**src/rtl/display_arbiter_if.sv**
```systemverilog
// rtl/display_arbiter_if.sv - requester and 7-segment digit signals of the display arbiter
interface display_arbiter_if;
  logic        req_a;
  logic [15:0] datos_a;
  logic        req_b;
  logic [15:0] datos_b;
  logic [3:0]  unidades;
  logic [3:0]  decenas;
  logic [3:0]  centenas;
  logic [3:0]  unidadesMillar;
  logic        grant_a;
  logic        grant_b;
  logic        cambio;

  modport master (
    output req_a, datos_a, req_b, datos_b,
    input  unidades, decenas, centenas, unidadesMillar, grant_a, grant_b, cambio
  );

  modport slave (
    input  req_a, datos_a, req_b, datos_b,
    output unidades, decenas, centenas, unidadesMillar, grant_a, grant_b, cambio
  );
endinterface

```
**src/rtl/display_arbiter.sv**
```systemverilog
// rtl/display_arbiter.sv - two-requester display arbiter with minimum hold time and round-robin handoff
module display_arbiter #(
  parameter int         HOLD_CYCLES = 50000000,
  parameter logic [3:0] IDLE_DIGIT  = 4'h0
) (
  input  logic              clk,
  input  logic              rst_n,
  display_arbiter_if.slave  bus
);

  typedef enum logic [1:0] {IDLE, SHOW_A, SHOW_B} state_t;

  localparam logic [25:0] HOLD_LAST = 26'(HOLD_CYCLES - 1);

  state_t      state_q, state_d;
  logic [25:0] cnt_q, cnt_d;
  logic [15:0] digits_q, digits_d;
  logic        cambio_q, cambio_d;
  logic        run_q;
  logic        hold_done;

  // run_q keeps the FSM in IDLE for the first edge after reset release
  always_ff @(posedge clk or negedge rst_n) begin
    if (!rst_n) begin
      run_q    <= 1'b0;
      state_q  <= IDLE;
      cnt_q    <= '0;
      digits_q <= {4{IDLE_DIGIT}};
      cambio_q <= 1'b0;
    end else begin
      run_q    <= 1'b1;
      state_q  <= state_d;
      cnt_q    <= cnt_d;
      digits_q <= digits_d;
      cambio_q <= cambio_d;
    end
  end

  always_comb begin
    state_d   = state_q;
    hold_done = (cnt_q == HOLD_LAST);
    if (run_q) begin
      case (state_q)
        IDLE: begin
          if (bus.req_a)      state_d = SHOW_A;
          else if (bus.req_b) state_d = SHOW_B;
        end
        SHOW_A: begin
          if (hold_done) begin
            if (bus.req_b)      state_d = SHOW_B;
            else if (bus.req_a) state_d = SHOW_A;
            else                state_d = IDLE;
          end
        end
        SHOW_B: begin
          if (hold_done) begin
            if (bus.req_a)      state_d = SHOW_A;
            else if (bus.req_b) state_d = SHOW_B;
            else                state_d = IDLE;
          end
        end
        default: state_d = IDLE;
      endcase
    end
  end

  always_comb begin
    cnt_d = cnt_q;
    if (state_d != state_q)
      cnt_d = '0;
    else if (state_q != IDLE && !hold_done)
      cnt_d = cnt_q + 26'd1;
  end

  // A non-requesting owner keeps its last digits frozen
  always_comb begin
    digits_d = digits_q;
    if (state_d == SHOW_A && bus.req_a)
      digits_d = bus.datos_a;
    else if (state_d == SHOW_B && bus.req_b)
      digits_d = bus.datos_b;
    else if (state_d == IDLE)
      digits_d = {4{IDLE_DIGIT}};
  end

  assign cambio_d = (state_d != state_q) && (state_d != IDLE);

  assign bus.unidades       = digits_q[3:0];
  assign bus.decenas        = digits_q[7:4];
  assign bus.centenas       = digits_q[11:8];
  assign bus.unidadesMillar = digits_q[15:12];
  assign bus.grant_a        = (state_q == SHOW_A);
  assign bus.grant_b        = (state_q == SHOW_B);
  assign bus.cambio         = cambio_q;

endmodule

```
**src/flat_wrapper.sv**
```systemverilog
// flat-port wrapper written by rule: the top's interface ports become plain ports
module display_arbiter_flat 
#(
  parameter int         HOLD_CYCLES = 50000000,
  parameter logic [3:0] IDLE_DIGIT  = 4'h0
)
  (clk, rst_n, bus_req_a, bus_datos_a, bus_req_b, bus_datos_b, bus_unidades, bus_decenas, bus_centenas, bus_unidadesMillar, bus_grant_a, bus_grant_b, bus_cambio);
  display_arbiter_if bus_i ();
  input  logic clk;
  input  logic rst_n;
  input wire logic [$bits(bus_i.req_a)-1:0] bus_req_a;
  input wire logic [$bits(bus_i.datos_a)-1:0] bus_datos_a;
  input wire logic [$bits(bus_i.req_b)-1:0] bus_req_b;
  input wire logic [$bits(bus_i.datos_b)-1:0] bus_datos_b;
  output wire logic [$bits(bus_i.unidades)-1:0] bus_unidades;
  output wire logic [$bits(bus_i.decenas)-1:0] bus_decenas;
  output wire logic [$bits(bus_i.centenas)-1:0] bus_centenas;
  output wire logic [$bits(bus_i.unidadesMillar)-1:0] bus_unidadesMillar;
  output wire logic [$bits(bus_i.grant_a)-1:0] bus_grant_a;
  output wire logic [$bits(bus_i.grant_b)-1:0] bus_grant_b;
  output wire logic [$bits(bus_i.cambio)-1:0] bus_cambio;
  assign bus_i.req_a = bus_req_a;
  assign bus_i.datos_a = bus_datos_a;
  assign bus_i.req_b = bus_req_b;
  assign bus_i.datos_b = bus_datos_b;
  assign bus_unidades = bus_i.unidades;
  assign bus_decenas = bus_i.decenas;
  assign bus_centenas = bus_i.centenas;
  assign bus_unidadesMillar = bus_i.unidadesMillar;
  assign bus_grant_a = bus_i.grant_a;
  assign bus_grant_b = bus_i.grant_b;
  assign bus_cambio = bus_i.cambio;
  display_arbiter #(.HOLD_CYCLES(HOLD_CYCLES), .IDLE_DIGIT(IDLE_DIGIT)) u_core (.clk(clk), .rst_n(rst_n), .bus(bus_i));
endmodule
```
**config.mk**
```make
export PLATFORM = sky130hd
export DESIGN_NAME = display_arbiter_flat
export DESIGN_NICKNAME = d
export VERILOG_FILES = /design/src/rtl/display_arbiter_if.sv /design/src/rtl/display_arbiter.sv /design/src/flat_wrapper.sv
export SDC_FILE = /design/constraint.sdc
export NUM_CORES = 1
export LEC_CHECK = 0
export ABC_AREA = 1
export BUFFER_PORTS_ARGS = -buffer_cell sky130_fd_sc_hd__buf_2
export CORE_MARGIN = 4
export CORE_UTILIZATION = 60
export DETAILED_ROUTE_END_ITERATION = 6
export PLACE_DENSITY = 0.84
export RECOVER_POWER = 50
export SLEW_MARGIN = 15
export SYNTH_ARGS = -nofsm -noshare
export SYNTH_HDL_FRONTEND = slang
export SYNTH_SLANG_ARGS = --single-unit
export TNS_END_PERCENT = 1
```
**constraint.sdc**
```tcl
create_clock -name clk -period 4.99 [get_ports clk]
set_clock_uncertainty 0.2 [all_clocks]
set_input_delay 0.7485 -clock clk [delete_from_list [all_inputs] [get_ports clk]]
set_output_delay 0.7485 -clock clk [all_outputs]
set_load 0.02 [all_outputs]
```
==> impl_metrics.yaml <==
critical_path:
  crit_fanout: 21
  crit_path_top_delay_cell: "sky130_fd_sc_hd__nand2_1"
  cp_top_delay_family: "simple AND/OR/NAND/NOR gates"
  critical_path.endpoint_type: "flip-flop"
  timing.critical_path.buf_inv: 1
  cp_slowest_stage_delay_ps: 520
  path_cells: "ha_1, nand3_1, inv_1, nand2_1, nor2_2, nand2_1, nand2_2, nand2_2, nand3_2, nand2_2, nand2_1, nand4_1, nand2_1"
  cp_arrival_ps: 2920
  timing.critical_path.from_type: "flip-flop"
  critical-path-top-cell-by-count: "sky130_fd_sc_hd__nand2_1"
  critical_path_class: "reg2reg"
  critPathRequiredTime_ps: 5030
sta:
  final-setup-viol-count: 0
  unrepaired_setup_endpoints_after_global_routing: "false"
  worst_slew_margin_rel_pct: -1.869
  finalMaxSlewViolations: 30
  finalCriticalPeriod_ps: 2881
  tightest_pin_transition_ps: 1528
  setup_tns_ps: 0
  report.final.hold_viol_count: 0
  final.hold.worst_slack_ps: 333.7
  fin_crit_sh_pct: 57.73
  fmax_mhz: 347.2
floorplanning:
  io_pins: 55
  coreArea_mm2: 0.004474
  dieArea_mm2: 0.005903
  die-width_um: 76.83
  initial_utilization_pct: 63.53
  row_count: 24
  die_height_um: 76.83
layout:
  finalCoreUtilization_pct: 70.78
  flow.area_growth_from_synthesis_pct: 11.40
  mostFrequentLayoutCells: "92 x sky130_fd_sc_hd__nand2_1, 46 x sky130_fd_sc_hd__inv_1, 46 x sky130_fd_sc_hd__dfrtp_1, 44 x sky130_fd_sc_hd__buf_2, 43 x sky130_fd_sc_hd__nor2_1"
  mostFrequentLayoutCell: "sky130_fd_sc_hd__nand2_1"
  fin_nets: 469
  insertedDiodeCount: 0
  drive_above_1_share_pct: 15.70
global_route:
  grt_pass1_vias: 2492
  grt_start_max_net_pins: 47
  initial_antenna_violation_count: 0
  grt_pass1_wl_mm: 10.95
  grt-ovfl-total: 0
  grt_use_total_pct: 22.66
yosys:
  synth_area_mm2: 0.002843
  ys_types: 27
  synth_register_bits: 46
  synth.avg_cell_area_um2: 7.384
  synth_sequential_area_ratio_pct: 40.49
  synthesis.yosys.warnings: 0
  mapped_cells: 385
  syn-num-nets: 422
power_and_ir_drop:
  power.static_leakage_uw: 0.001563
  vdd_ir_drop_max_mv: 0.2327
  fin_total_pwr_uw: 1260
  power_per_cell_area_mw_per_mm2: 397.9
detailed_routing:
  first_iter_violations: 186
  routedWlPerCell_um: 13.34
  viasPerCell: 5.452
  detail_route.first_pass.iterations: 4
  vias: 2644
  drt_drc_violations_left: 0
  detail_route.wirelength_mm: 6.472
  detail-route-antenna-nets: 0
placed_design:
  dp_hpwl_mm: 4.766
  port_buffer_count: 54
  place.gp.congestion: 0.8913
clocking:
  root_buffer: "sky130_fd_sc_hd__clkbuf_8"
  clock_buffers_created_by_tritoncts: 5
  cts-root-to-sink-buffers: 2
  postCtsResizedCells: 0
  holdBufCountCts: 0
  post-cts-setup-buffers: 0
  tritoncts: "built"
  clkSlewWorstSetupHoldPaths_ps: 80
  clock_sink_count: 46
  clk_latency_ps: 300
  depth_of_the_cts_h_tree: 2
outcome:
  failed_checks: "max-capacitance violations, max-slew violations"
  run_status: "complete, but fails checks"
run:
  maxCapViolations: 1
min_path:
  worstHoldPathType: "reg2reg"
-- metrics by stage --
step / cell area (um2) / setup slack (ps) / instances
4_1_cts: 3176 / 2148 / 484
2_1_floorplan: 2843 / 2754 / 385
3_3_place_gp: 3065 / 2118 / 476
6_report: 3167 / 2109 / 485
5_1_grt: 3167 / 1715 / 485
3_5_place_dp: 3065 / 2041 / 476
-- power breakdown --
group          leakage (uW)  switching [uW]  internal, uW
clock             0.0000575             124           140
combinational      0.000890             369           133
sequential         0.000616            51.6           443
-- worst min-delay path, delay by kind of cell, from the launching register on --
family / cells / cell delay (ps)
simple gates: 2 / 150
flops: 1 / 350
-- cell usage after synthesis --
cell                       instances  share of area, %
sky130_fd_sc_hd__nand2_4           1              0.40
sky130_fd_sc_hd__nand3b_1          5               1.3
sky130_fd_sc_hd__buf_6             5               2.0
sky130_fd_sc_hd__nor3b_1           1              0.26
sky130_fd_sc_hd__nor3_1           10               1.8
sky130_fd_sc_hd__nand3_1          40               7.0
sky130_fd_sc_hd__a21oi_4           1              0.57
sky130_fd_sc_hd__conb_1            1              0.13
sky130_fd_sc_hd__a21oi_1           4              0.70
sky130_fd_sc_hd__buf_2             6               1.1
sky130_fd_sc_hd__inv_1            46               6.1
sky130_fd_sc_hd__xor2_1           12               3.7
sky130_fd_sc_hd__ha_1              1              0.44
sky130_fd_sc_hd__dfrtp_1          46                40
sky130_fd_sc_hd__buf_1             1              0.13
sky130_fd_sc_hd__buf_4             3              0.79
sky130_fd_sc_hd__nand4_1          40               8.8
sky130_fd_sc_hd__nor2_1           43               5.7
sky130_fd_sc_hd__o21ai_0           3              0.53
sky130_fd_sc_hd__nor4_1            5               1.1
sky130_fd_sc_hd__nor2_2            3              0.66
sky130_fd_sc_hd__nand2_1          92                12
sky130_fd_sc_hd__nand3_2           2              0.70
sky130_fd_sc_hd__nand2_2           6               1.3
sky130_fd_sc_hd__inv_2             2              0.26
sky130_fd_sc_hd__xnor2_1           5               1.5
sky130_fd_sc_hd__nor2_4            1              0.40
-- cell type report --
type,instances,area (um2)
multi-input combinational,276,1399
fill,371,1308
sequential,46,1151
timing repair buffer,55,261.5
inverter,48,180.2
clock buffer,8,110.1
tap,52,65.06
-- metal layers --
metal | track usage, % | vias up | share of wire, %
met5 | 0 | - | 0
met4 | 8.514 | 0 | 1.7
met3 | 4.215 | 10 | 5.0
met2 | 40.94 | 62 | 50
met1 | 26.49 | 1220 | 43
li1 | - | 1352 | -
-- path summary, 6_finish.rpt --
kind,depth (start not counted),from,slack (ps),endpoint
worst max-delay path,13,u_core.cnt_q[0]$_DFFE_PN0P_,2110,u_core.digits_q[0]$_DFFE_PN0P_
worst min-delay path,2,u_core.digits_q[3]$_DFFE_PN0P_,330,u_core.digits_q[3]$_DFFE_PN0P_
worst min register to register,2,u_core.digits_q[3]$_DFFE_PN0P_,330,u_core.digits_q[3]$_DFFE_PN0P_
worst max register to register,13,u_core.cnt_q[0]$_DFFE_PN0P_,2110,u_core.digits_q[0]$_DFFE_PN0P_
min in group asynchronous,1,rst_n,370,u_core.cnt_q[6]$_DFFE_PN0P_
max in group asynchronous,2,rst_n,2300,u_core.cnt_q[20]$_DFFE_PN0P_
-- flip-flops by register name (all words and copies together), names as in the netlist --
name               count
u_core.digits_q       16
u_core.cnt_q          26
u_core.state_q         2
u_core.run_q           1
u_core.bus.cambio      1
-- kinds of logic (layout without fill, tap and decap cells) --
family,count (synthesis),count (layout),share of synthesized area [%]
and+or+nand+nor,249,249,41.59
buffers and inverters,63,111,10.30
DFF,46,46,40.49
xor gates and xnor gates,17,17,5.238
AOI/OAI and AO/OA,8,8,1.805
adders and majority gates,1,1,0.4401
other,1,1,0.1319
Note: power is estimated with default switching activity, not from simulation.
